**src/rtl/trap_sequencer_if.sv**
```systemverilog
// Supervisor trap hookup bundle between the trap sequencer and its neighbours
// (decode/execute requesters, CSR file, fetch redirect, pipeline drain).
//
// Modports:
//   master - the trap sequencer. It consumes requests and CSR state, and drives
//            readies, flush, commit strobes, trap values and the fetch redirect.
//   slave  - the surrounding core or testbench.
//
// Signal groups:
//   request  : cur_priv, exc_*, sret_*, irq_pc
//   csr in   : csr_sstatus_q, csr_sie_q, csr_sip_q, csr_stvec_q, csr_sepc_q
//   pipeline : pipe_flush, pipe_drained
//   commit   : trap_set, trap_is_irq, trap_scause, trap_sepc, trap_stval,
//              do_sret, next_priv
//   redirect : redirect_valid, redirect_pc, redirect_ready
interface trap_sequencer_if #(
    parameter int unsigned XLEN = 32
);
    logic [1:0]      cur_priv;
    logic            exc_valid;
    logic [4:0]      exc_cause;
    logic [XLEN-1:0] exc_pc;
    logic [XLEN-1:0] exc_tval;
    logic            exc_ready;
    logic            sret_req;
    logic [XLEN-1:0] sret_pc;
    logic            sret_ready;
    logic [XLEN-1:0] irq_pc;
    logic [XLEN-1:0] csr_sstatus_q;
    logic [XLEN-1:0] csr_sie_q;
    logic [XLEN-1:0] csr_sip_q;
    logic [XLEN-1:0] csr_stvec_q;
    logic [XLEN-1:0] csr_sepc_q;
    logic            pipe_flush;
    logic            pipe_drained;
    logic            trap_set;
    logic            trap_is_irq;
    logic [XLEN-1:0] trap_scause;
    logic [XLEN-1:0] trap_sepc;
    logic [XLEN-1:0] trap_stval;
    logic            do_sret;
    logic [1:0]      next_priv;
    logic            redirect_valid;
    logic [XLEN-1:0] redirect_pc;
    logic            redirect_ready;

    modport master (
        input  cur_priv, exc_valid, exc_cause, exc_pc, exc_tval,
        input  sret_req, sret_pc, irq_pc,
        input  csr_sstatus_q, csr_sie_q, csr_sip_q, csr_stvec_q, csr_sepc_q,
        input  pipe_drained, redirect_ready,
        output exc_ready, sret_ready, pipe_flush,
        output trap_set, trap_is_irq, trap_scause, trap_sepc, trap_stval,
        output do_sret, next_priv, redirect_valid, redirect_pc
    );

    modport slave (
        output cur_priv, exc_valid, exc_cause, exc_pc, exc_tval,
        output sret_req, sret_pc, irq_pc,
        output csr_sstatus_q, csr_sie_q, csr_sip_q, csr_stvec_q, csr_sepc_q,
        output pipe_drained, redirect_ready,
        input  exc_ready, sret_ready, pipe_flush,
        input  trap_set, trap_is_irq, trap_scause, trap_sepc, trap_stval,
        input  do_sret, next_priv, redirect_valid, redirect_pc
    );
endinterface

```
**src/rtl/trap_sequencer.sv**
```systemverilog
// Trap sequencer: picks one event per episode (exception > SRET > interrupt),
// drains the pipeline, commits exactly one trap or SRET to the CSR file, and
// then redirects fetch to the stvec / sepc target.
//
// Ports:
//   clk    - core clock
//   rst    - asynchronous active-high reset; aborts any episode in flight
//   bus_io - trap_sequencer_if.master (requests, CSR state, flush, commit, redirect)
//
// Configuration macro HARVOS_TRAP_IRQ_EN:
//   defined   - supervisor interrupts (SEI > SSI > STI) and vectored stvec targeting
//   undefined - only exceptions and SRET are sequenced; trap_is_irq tied to 0
module trap_sequencer #(
    parameter int unsigned XLEN = 32
) (
    input logic              clk,
    input logic              rst,
    trap_sequencer_if.master bus_io
);

    typedef enum logic [1:0] {StIdle, StFlush, StCommit, StRedirect} state_e;

    localparam logic [1:0] PrivU = 2'd0;
    localparam logic [1:0] PrivS = 2'd1;
    localparam logic [1:0] PrivM = 2'd3;

    state_e          state_q;

    // Episode captured at acceptance.
    logic            ep_sret_q;
    logic            ep_irq_q;
    logic [XLEN-1:0] ep_scause_q;
    logic [XLEN-1:0] ep_sepc_q;
    logic [XLEN-1:0] ep_tval_q;
    logic [XLEN-1:0] ep_target_q;
    logic [1:0]      ep_priv_q;

    // Registered outputs.
    logic            pipe_flush_q;
    logic            trap_set_q;
    logic            trap_is_irq_q;
    logic [XLEN-1:0] trap_scause_q;
    logic [XLEN-1:0] trap_sepc_q;
    logic [XLEN-1:0] trap_stval_q;
    logic            do_sret_q;
    logic [1:0]      next_priv_q;
    logic            redirect_valid_q;
    logic [XLEN-1:0] redirect_pc_q;

    logic [XLEN-1:0] irq_pend;
    logic            irq_take;
    logic [4:0]      irq_code;
    logic [XLEN-1:0] tvec_base;
    logic [XLEN-1:0] irq_target;

    assign tvec_base = bus_io.csr_stvec_q & ~XLEN'(3);

`ifdef HARVOS_TRAP_IRQ_EN
    assign irq_pend = bus_io.csr_sip_q & bus_io.csr_sie_q & XLEN'(32'h222);
    // M mode never takes supervisor interrupts; S mode needs sstatus.SIE.
    assign irq_take = (irq_pend != '0) &&
                      ((bus_io.cur_priv == PrivU) ||
                       ((bus_io.cur_priv == PrivS) && bus_io.csr_sstatus_q[1]));
    assign irq_target = (bus_io.csr_stvec_q[1:0] == 2'b01) ?
                        tvec_base + (XLEN'(irq_code) << 2) : tvec_base;
    assign bus_io.trap_is_irq = trap_is_irq_q;

    logic unused_sstatus;
    assign unused_sstatus = ^bus_io.csr_sstatus_q;
`else
    assign irq_pend   = '0;
    assign irq_take   = 1'b0;
    assign irq_target = tvec_base;
    assign bus_io.trap_is_irq = 1'b0;

    logic unused_irq;
    assign unused_irq = ^{bus_io.csr_sstatus_q, bus_io.csr_sie_q, bus_io.csr_sip_q,
                          trap_is_irq_q};
`endif

    always_comb begin
        if (irq_pend[9]) begin
            irq_code = 5'd9;
        end else if (irq_pend[1]) begin
            irq_code = 5'd1;
        end else begin
            irq_code = 5'd5;
        end
    end

    // Event decode; only meaningful in StIdle.
    logic            ev_valid;
    logic            ev_sret;
    logic            ev_irq;
    logic [XLEN-1:0] ev_scause;
    logic [XLEN-1:0] ev_sepc;
    logic [XLEN-1:0] ev_tval;
    logic [XLEN-1:0] ev_target;
    logic [1:0]      ev_priv;
    logic            exc_ready_c;
    logic            sret_ready_c;

    always_comb begin
        ev_valid     = 1'b0;
        ev_sret      = 1'b0;
        ev_irq       = 1'b0;
        ev_scause    = '0;
        ev_sepc      = '0;
        ev_tval      = '0;
        ev_target    = tvec_base;
        ev_priv      = PrivS;
        exc_ready_c  = 1'b0;
        sret_ready_c = 1'b0;
        if (state_q == StIdle) begin
            if (bus_io.exc_valid) begin
                exc_ready_c = 1'b1;
                ev_valid    = 1'b1;
                ev_scause   = XLEN'(bus_io.exc_cause);
                ev_sepc     = bus_io.exc_pc;
                ev_tval     = bus_io.exc_tval;
            end else if (bus_io.sret_req) begin
                sret_ready_c = 1'b1;
                ev_valid     = 1'b1;
                if (bus_io.cur_priv == PrivU) begin
                    // SRET is illegal from U mode: trap with cause 2.
                    ev_scause = XLEN'(5'd2);
                    ev_sepc   = bus_io.sret_pc;
                end else begin
                    ev_sret   = 1'b1;
                    ev_target = bus_io.csr_sepc_q;
                    ev_priv   = bus_io.csr_sstatus_q[8] ? PrivS : PrivU;
                end
            end else if (irq_take) begin
                ev_valid  = 1'b1;
                ev_irq    = 1'b1;
                ev_scause = {1'b1, {(XLEN - 6){1'b0}}, irq_code};
                ev_sepc   = bus_io.irq_pc;
                ev_target = irq_target;
            end
        end
    end

    assign bus_io.exc_ready  = exc_ready_c;
    assign bus_io.sret_ready = sret_ready_c;

    always_ff @(posedge clk or posedge rst) begin
        if (rst) begin
            state_q          <= StIdle;
            ep_sret_q        <= 1'b0;
            ep_irq_q         <= 1'b0;
            ep_scause_q      <= '0;
            ep_sepc_q        <= '0;
            ep_tval_q        <= '0;
            ep_target_q      <= '0;
            ep_priv_q        <= PrivM;
            pipe_flush_q     <= 1'b0;
            trap_set_q       <= 1'b0;
            trap_is_irq_q    <= 1'b0;
            trap_scause_q    <= '0;
            trap_sepc_q      <= '0;
            trap_stval_q     <= '0;
            do_sret_q        <= 1'b0;
            next_priv_q      <= PrivM;
            redirect_valid_q <= 1'b0;
            redirect_pc_q    <= '0;
        end else begin
            // Commit strobes are single-cycle by construction.
            trap_set_q <= 1'b0;
            do_sret_q  <= 1'b0;
            unique case (state_q)
                StIdle: begin
                    if (ev_valid) begin
                        state_q      <= StFlush;
                        pipe_flush_q <= 1'b1;
                        ep_sret_q    <= ev_sret;
                        ep_irq_q     <= ev_irq;
                        ep_scause_q  <= ev_scause;
                        ep_sepc_q    <= ev_sepc;
                        ep_tval_q    <= ev_tval;
                        ep_target_q  <= ev_target;
                        ep_priv_q    <= ev_priv;
                    end
                end
                StFlush: begin
                    if (bus_io.pipe_drained) begin
                        state_q      <= StCommit;
                        pipe_flush_q <= 1'b0;
                        if (ep_sret_q) begin
                            do_sret_q <= 1'b1;
                        end else begin
                            trap_set_q    <= 1'b1;
                            trap_is_irq_q <= ep_irq_q;
                            trap_scause_q <= ep_scause_q;
                            trap_sepc_q   <= ep_sepc_q;
                            trap_stval_q  <= ep_tval_q;
                        end
                    end
                end
                StCommit: begin
                    state_q          <= StRedirect;
                    next_priv_q      <= ep_priv_q;
                    redirect_valid_q <= 1'b1;
                    redirect_pc_q    <= ep_target_q;
                end
                StRedirect: begin
                    if (bus_io.redirect_ready) begin
                        state_q          <= StIdle;
                        redirect_valid_q <= 1'b0;
                    end
                end
                default: state_q <= StIdle;
            endcase
        end
    end

    assign bus_io.pipe_flush     = pipe_flush_q;
    assign bus_io.trap_set       = trap_set_q;
    assign bus_io.trap_scause    = trap_scause_q;
    assign bus_io.trap_sepc      = trap_sepc_q;
    assign bus_io.trap_stval     = trap_stval_q;
    assign bus_io.do_sret        = do_sret_q;
    assign bus_io.next_priv      = next_priv_q;
    assign bus_io.redirect_valid = redirect_valid_q;
    assign bus_io.redirect_pc    = redirect_pc_q;

endmodule

```
**src/flat_wrapper.sv**
```systemverilog
// flat-port wrapper written by rule: the top's interface ports become plain ports
module trap_sequencer_flat 
#(
    parameter int unsigned XLEN = 32
)
  (clk, rst, bus_io_cur_priv, bus_io_exc_valid, bus_io_exc_cause, bus_io_exc_pc, bus_io_exc_tval, bus_io_sret_req, bus_io_sret_pc, bus_io_irq_pc, bus_io_csr_sstatus_q, bus_io_csr_sie_q, bus_io_csr_sip_q, bus_io_csr_stvec_q, bus_io_csr_sepc_q, bus_io_pipe_drained, bus_io_redirect_ready, bus_io_exc_ready, bus_io_sret_ready, bus_io_pipe_flush, bus_io_trap_set, bus_io_trap_is_irq, bus_io_trap_scause, bus_io_trap_sepc, bus_io_trap_stval, bus_io_do_sret, bus_io_next_priv, bus_io_redirect_valid, bus_io_redirect_pc);
  trap_sequencer_if #(.XLEN(XLEN)) bus_io_i ();
  input logic clk;
  input logic rst;
  input wire logic [$bits(bus_io_i.cur_priv)-1:0] bus_io_cur_priv;
  input wire logic [$bits(bus_io_i.exc_valid)-1:0] bus_io_exc_valid;
  input wire logic [$bits(bus_io_i.exc_cause)-1:0] bus_io_exc_cause;
  input wire logic [$bits(bus_io_i.exc_pc)-1:0] bus_io_exc_pc;
  input wire logic [$bits(bus_io_i.exc_tval)-1:0] bus_io_exc_tval;
  input wire logic [$bits(bus_io_i.sret_req)-1:0] bus_io_sret_req;
  input wire logic [$bits(bus_io_i.sret_pc)-1:0] bus_io_sret_pc;
  input wire logic [$bits(bus_io_i.irq_pc)-1:0] bus_io_irq_pc;
  input wire logic [$bits(bus_io_i.csr_sstatus_q)-1:0] bus_io_csr_sstatus_q;
  input wire logic [$bits(bus_io_i.csr_sie_q)-1:0] bus_io_csr_sie_q;
  input wire logic [$bits(bus_io_i.csr_sip_q)-1:0] bus_io_csr_sip_q;
  input wire logic [$bits(bus_io_i.csr_stvec_q)-1:0] bus_io_csr_stvec_q;
  input wire logic [$bits(bus_io_i.csr_sepc_q)-1:0] bus_io_csr_sepc_q;
  input wire logic [$bits(bus_io_i.pipe_drained)-1:0] bus_io_pipe_drained;
  input wire logic [$bits(bus_io_i.redirect_ready)-1:0] bus_io_redirect_ready;
  output wire logic [$bits(bus_io_i.exc_ready)-1:0] bus_io_exc_ready;
  output wire logic [$bits(bus_io_i.sret_ready)-1:0] bus_io_sret_ready;
  output wire logic [$bits(bus_io_i.pipe_flush)-1:0] bus_io_pipe_flush;
  output wire logic [$bits(bus_io_i.trap_set)-1:0] bus_io_trap_set;
  output wire logic [$bits(bus_io_i.trap_is_irq)-1:0] bus_io_trap_is_irq;
  output wire logic [$bits(bus_io_i.trap_scause)-1:0] bus_io_trap_scause;
  output wire logic [$bits(bus_io_i.trap_sepc)-1:0] bus_io_trap_sepc;
  output wire logic [$bits(bus_io_i.trap_stval)-1:0] bus_io_trap_stval;
  output wire logic [$bits(bus_io_i.do_sret)-1:0] bus_io_do_sret;
  output wire logic [$bits(bus_io_i.next_priv)-1:0] bus_io_next_priv;
  output wire logic [$bits(bus_io_i.redirect_valid)-1:0] bus_io_redirect_valid;
  output wire logic [$bits(bus_io_i.redirect_pc)-1:0] bus_io_redirect_pc;
  assign bus_io_i.cur_priv = bus_io_cur_priv;
  assign bus_io_i.exc_valid = bus_io_exc_valid;
  assign bus_io_i.exc_cause = bus_io_exc_cause;
  assign bus_io_i.exc_pc = bus_io_exc_pc;
  assign bus_io_i.exc_tval = bus_io_exc_tval;
  assign bus_io_i.sret_req = bus_io_sret_req;
  assign bus_io_i.sret_pc = bus_io_sret_pc;
  assign bus_io_i.irq_pc = bus_io_irq_pc;
  assign bus_io_i.csr_sstatus_q = bus_io_csr_sstatus_q;
  assign bus_io_i.csr_sie_q = bus_io_csr_sie_q;
  assign bus_io_i.csr_sip_q = bus_io_csr_sip_q;
  assign bus_io_i.csr_stvec_q = bus_io_csr_stvec_q;
  assign bus_io_i.csr_sepc_q = bus_io_csr_sepc_q;
  assign bus_io_i.pipe_drained = bus_io_pipe_drained;
  assign bus_io_i.redirect_ready = bus_io_redirect_ready;
  assign bus_io_exc_ready = bus_io_i.exc_ready;
  assign bus_io_sret_ready = bus_io_i.sret_ready;
  assign bus_io_pipe_flush = bus_io_i.pipe_flush;
  assign bus_io_trap_set = bus_io_i.trap_set;
  assign bus_io_trap_is_irq = bus_io_i.trap_is_irq;
  assign bus_io_trap_scause = bus_io_i.trap_scause;
  assign bus_io_trap_sepc = bus_io_i.trap_sepc;
  assign bus_io_trap_stval = bus_io_i.trap_stval;
  assign bus_io_do_sret = bus_io_i.do_sret;
  assign bus_io_next_priv = bus_io_i.next_priv;
  assign bus_io_redirect_valid = bus_io_i.redirect_valid;
  assign bus_io_redirect_pc = bus_io_i.redirect_pc;
  trap_sequencer #(.XLEN(XLEN)) u_core (.clk(clk), .rst(rst), .bus_io(bus_io_i));
endmodule
```
**config.mk**
```make
export PLATFORM = sky130hd
export DESIGN_NAME = trap_sequencer_flat
export DESIGN_NICKNAME = d
export VERILOG_FILES = /design/src/rtl/trap_sequencer_if.sv /design/src/rtl/trap_sequencer.sv /design/src/flat_wrapper.sv
export SDC_FILE = /design/constraint.sdc
export NUM_CORES = 1
export LEC_CHECK = 0
export ABC_CLOCK_PERIOD_IN_PS = 7300
export BUFFER_PORTS_ARGS = -buffer_cell sky130_fd_sc_hd__buf_2
export CAP_MARGIN = 20
export CELL_PAD_IN_SITES_DETAIL_PLACEMENT = 0
export CELL_PAD_IN_SITES_GLOBAL_PLACEMENT = 1
export CORE_AREA = 2 2 169 171
export CTS_CLUSTER_DIAMETER = 100
export DETAILED_ROUTE_END_ITERATION = 6
export DIE_AREA = 0 0 171 173
export PLACE_DENSITY_LB_ADDON = 0.1
export RECOVER_POWER = 50
export SYNTH_ARGS = -nofsm -noshare
export SYNTH_HDL_FRONTEND = slang
export SYNTH_SLANG_ARGS = --single-unit
```
**constraint.sdc**
```tcl
create_clock -name clk -period 7.3 [get_ports clk]
set_input_delay 0.73 -clock clk [delete_from_list [all_inputs] [get_ports clk]]
set_output_delay 0.73 -clock clk [all_outputs]
set_load 0.05 [all_outputs]
```
==> metrics.csv <==
metric,value,unit
cts_tree,built,
worst-slew-pin-transition,3.75,ns
slew_headroom,-1.51,
drt_first_iter_violations,335,
die_x,171,um
fp.coreArea,27600,um2
antenna_found_initial,4,
crit_type,in2reg,
startpoint,bus_io_exc_valid,
grt_use_total,0.156,
dp_slack,4.14,ns
slew_violations,334,
setup_viol,0,
critical_path_peak_fanout,52,
synthTopCellsByArea,"dfrtp_1 (58%), mux2_4 (11%), mux2_2 (4.3%)",
synth_common_cells,"dfrtp_1 (209), nor2_1 (98), mux2_4 (69)",
yosysSeqAreaShare,0.589,
viasPerCell,4.65,
ys_ff_latch,213,
place_area,10600,um2
hp-class,in2reg,
remaining_drc_errors,0,
r2r_start,u_core.state_q[1],
drt_first_pass_iters,4,
clock-sinks,213,
cap_viol_max_count,7,
die-height,173,um
finalSetupTns,0,ns
clkTransAtPathRegs,0.06,ns
grt_overflow_total,0,
htree_levels,1,
grt_max_degree,86,
cp.required,7.72,ns
rsz0062_at_grt,false,
start_util,0.328,
wl,23700,um
grt_pass1_vias,6211,
vias,6294,
fmax,215,MHz
hp-start,bus_io_csr_sstatus_q[8],
postCtsSetupBuffers,0,
postRouteAntennaNets,0,
arrival,5.06,ns
final_nets,1262,
hold_buffers,0,
r2r_setup_slack,3.31,ns
worstSetupEndpoint,u_core.ep_sepc_q[2],
failed_checks,"max-capacitance violations, max-slew violations",
yosysWarnings,0,
power_density,534,nW/um2
nFillCells,2794,
rows,61,
globalplace.congestion,0.704,
dp_hpwl,15600,um
timing.rr.end,u_core.bus_io.trap_sepc[13],
status,"complete, but fails checks",
peakVddDrop,0.000179,V
yosys.area.top_type,dfrtp_1,
dieArea,29600,um2
fin_ws,2.66,ns
syn_to_final_growth,24.2,%
worstSetupEndpointType,flop,
syn_inst,697,
final.min_clock_period,4.64,ns
final_hold_viol_count,0,
drive_gt1_frac,0.361,
fin_area,11300,um2
grt_pass1_wl,36400,um
ioPinCount,438,
min_path_cells,2,
clkLatencyLatePin,0.51,ns
cp-start-kind,primary input,
period_share,0.636,
cts_made_buffers,25,
numPortBuffers,280,
synth_ff_type,dfrtp_1,
async_reset_ff_frac,1.00,
netlist_area,9060,um2
cts_resized,0,
synth_edf_count,0,
cts-root-buf,clkbuf_16,
holdWs,0.442,ns
synth.most_common_cell,dfrtp_1,
synthDistinctLibCells,35,
reg2regPathDepth,6,
clockBufferDepth,3,
avgSynthCellArea,13.0,um2
p_leak,0.00532,uW
synthDominantCellAreaShare,0.577,
wl_per_cell,17.5,um
finClkSkew,0.0180,ns
-- cells in the final DEF (no fill, tap or decap), drive strengths merged, types with 6 or more instances in the layout --
| cell | instances |
|---|---|
| nand3 | 31 |
| mux2 | 104 |
| nor2 | 98 |
| conb | 28 |
| buf | 198 |
| o21ai | 34 |
| a221oi | 33 |
| dfrtp | 209 |
| inv | 6 |
| a31oi | 30 |
| a22o | 36 |
| clkbuf | 131 |
-- metal layers --
metal | wire length [um] | track usage | up-vias
li1 | - | - | 2971
met1 | 11000 | 0.222 | 3046
met2 | 10400 | 0.230 | 230
met3 | 1920 | 0.0455 | 41
met4 | 450 | 0.0424 | 6
met5 | 41 | 0 | -
-- through the flow --
| stage | instances | power, uW | util |
|---|---|---|---|
| finish | 1354 | 6020 | 0.407 |
| global route | 1354 | 6370 | 0.407 |
| CTS | 1353 | 6160 | 0.413 |
| detailed placement | 1308 | 4920 | 0.384 |
| global placement | 1307 | 4880 | 0.383 |
| floorplan | 724 | 4290 | - |
-- registers in the layout (all words and copies together), names as in the netlist, 5 cells and up --
register	flops
u_core.ep_tval_q	32
u_core.bus_io.trap_stval	32
u_core.bus_io.redirect_pc	32
u_core.bus_io.trap_scause	5
u_core.ep_target_q	32
u_core.ep_sepc_q	32
u_core.ep_scause_q	5
u_core.bus_io.trap_sepc	32
-- worst min path at each step --
stage                                          endpoint  slack (ns)
after detailed placement          u_core.ep_scause_q[1]        0.48
after floorplan                   u_core.ep_scause_q[1]        0.45
after global placement            u_core.ep_scause_q[1]        0.48
final                               u_core.ep_priv_q[0]        0.44
after global routing                u_core.ep_tval_q[3]        0.42
after CTS                 u_core.bus_io.redirect_pc[22]        0.32
-- report_power, final --
part           internal, uW  switching, uW  total [uW]
logic                   914           1800        2720
clock network           734            476        1210
registers              1780            308        2090
total                  3430           2590        6020
-- worst max-delay path, stage by stage --
cell,delay [ns]
clkbuf_1,0.73
o21ai_0,2.43
buf_4,0.73
a221oi_1,0.18
nor2_1,0.19
-- logic make-up after synthesis --
kind of cell	count (synthesis)	share of synthesized area
multiplexers	104	0.158
AND/OR/NAND/NOR	143	0.0681
buffers and inverters	91	0.0660
adder cells (fa/ha/maj)	4	0.00552
flip-flops	213	0.589
other	1	0.000414
AO/OA/AOI/OAI	141	0.113
-- final cells by class --
cell class	count	area [um2]	share of cell area
Clock inverter	6	55.1	0.00489
Multi-Input combinational cell	420	3240	0.288
Sequential cell	213	5340	0.474
Timing Repair Buffer	290	1380	0.122
Clock buffer	39	748	0.0665
Inverter	7	27.5	0.00244
Antenna cell	1	2.50	0.000222
Tap cell	378	473	0.0420
(Power assumes the default switching activity.)
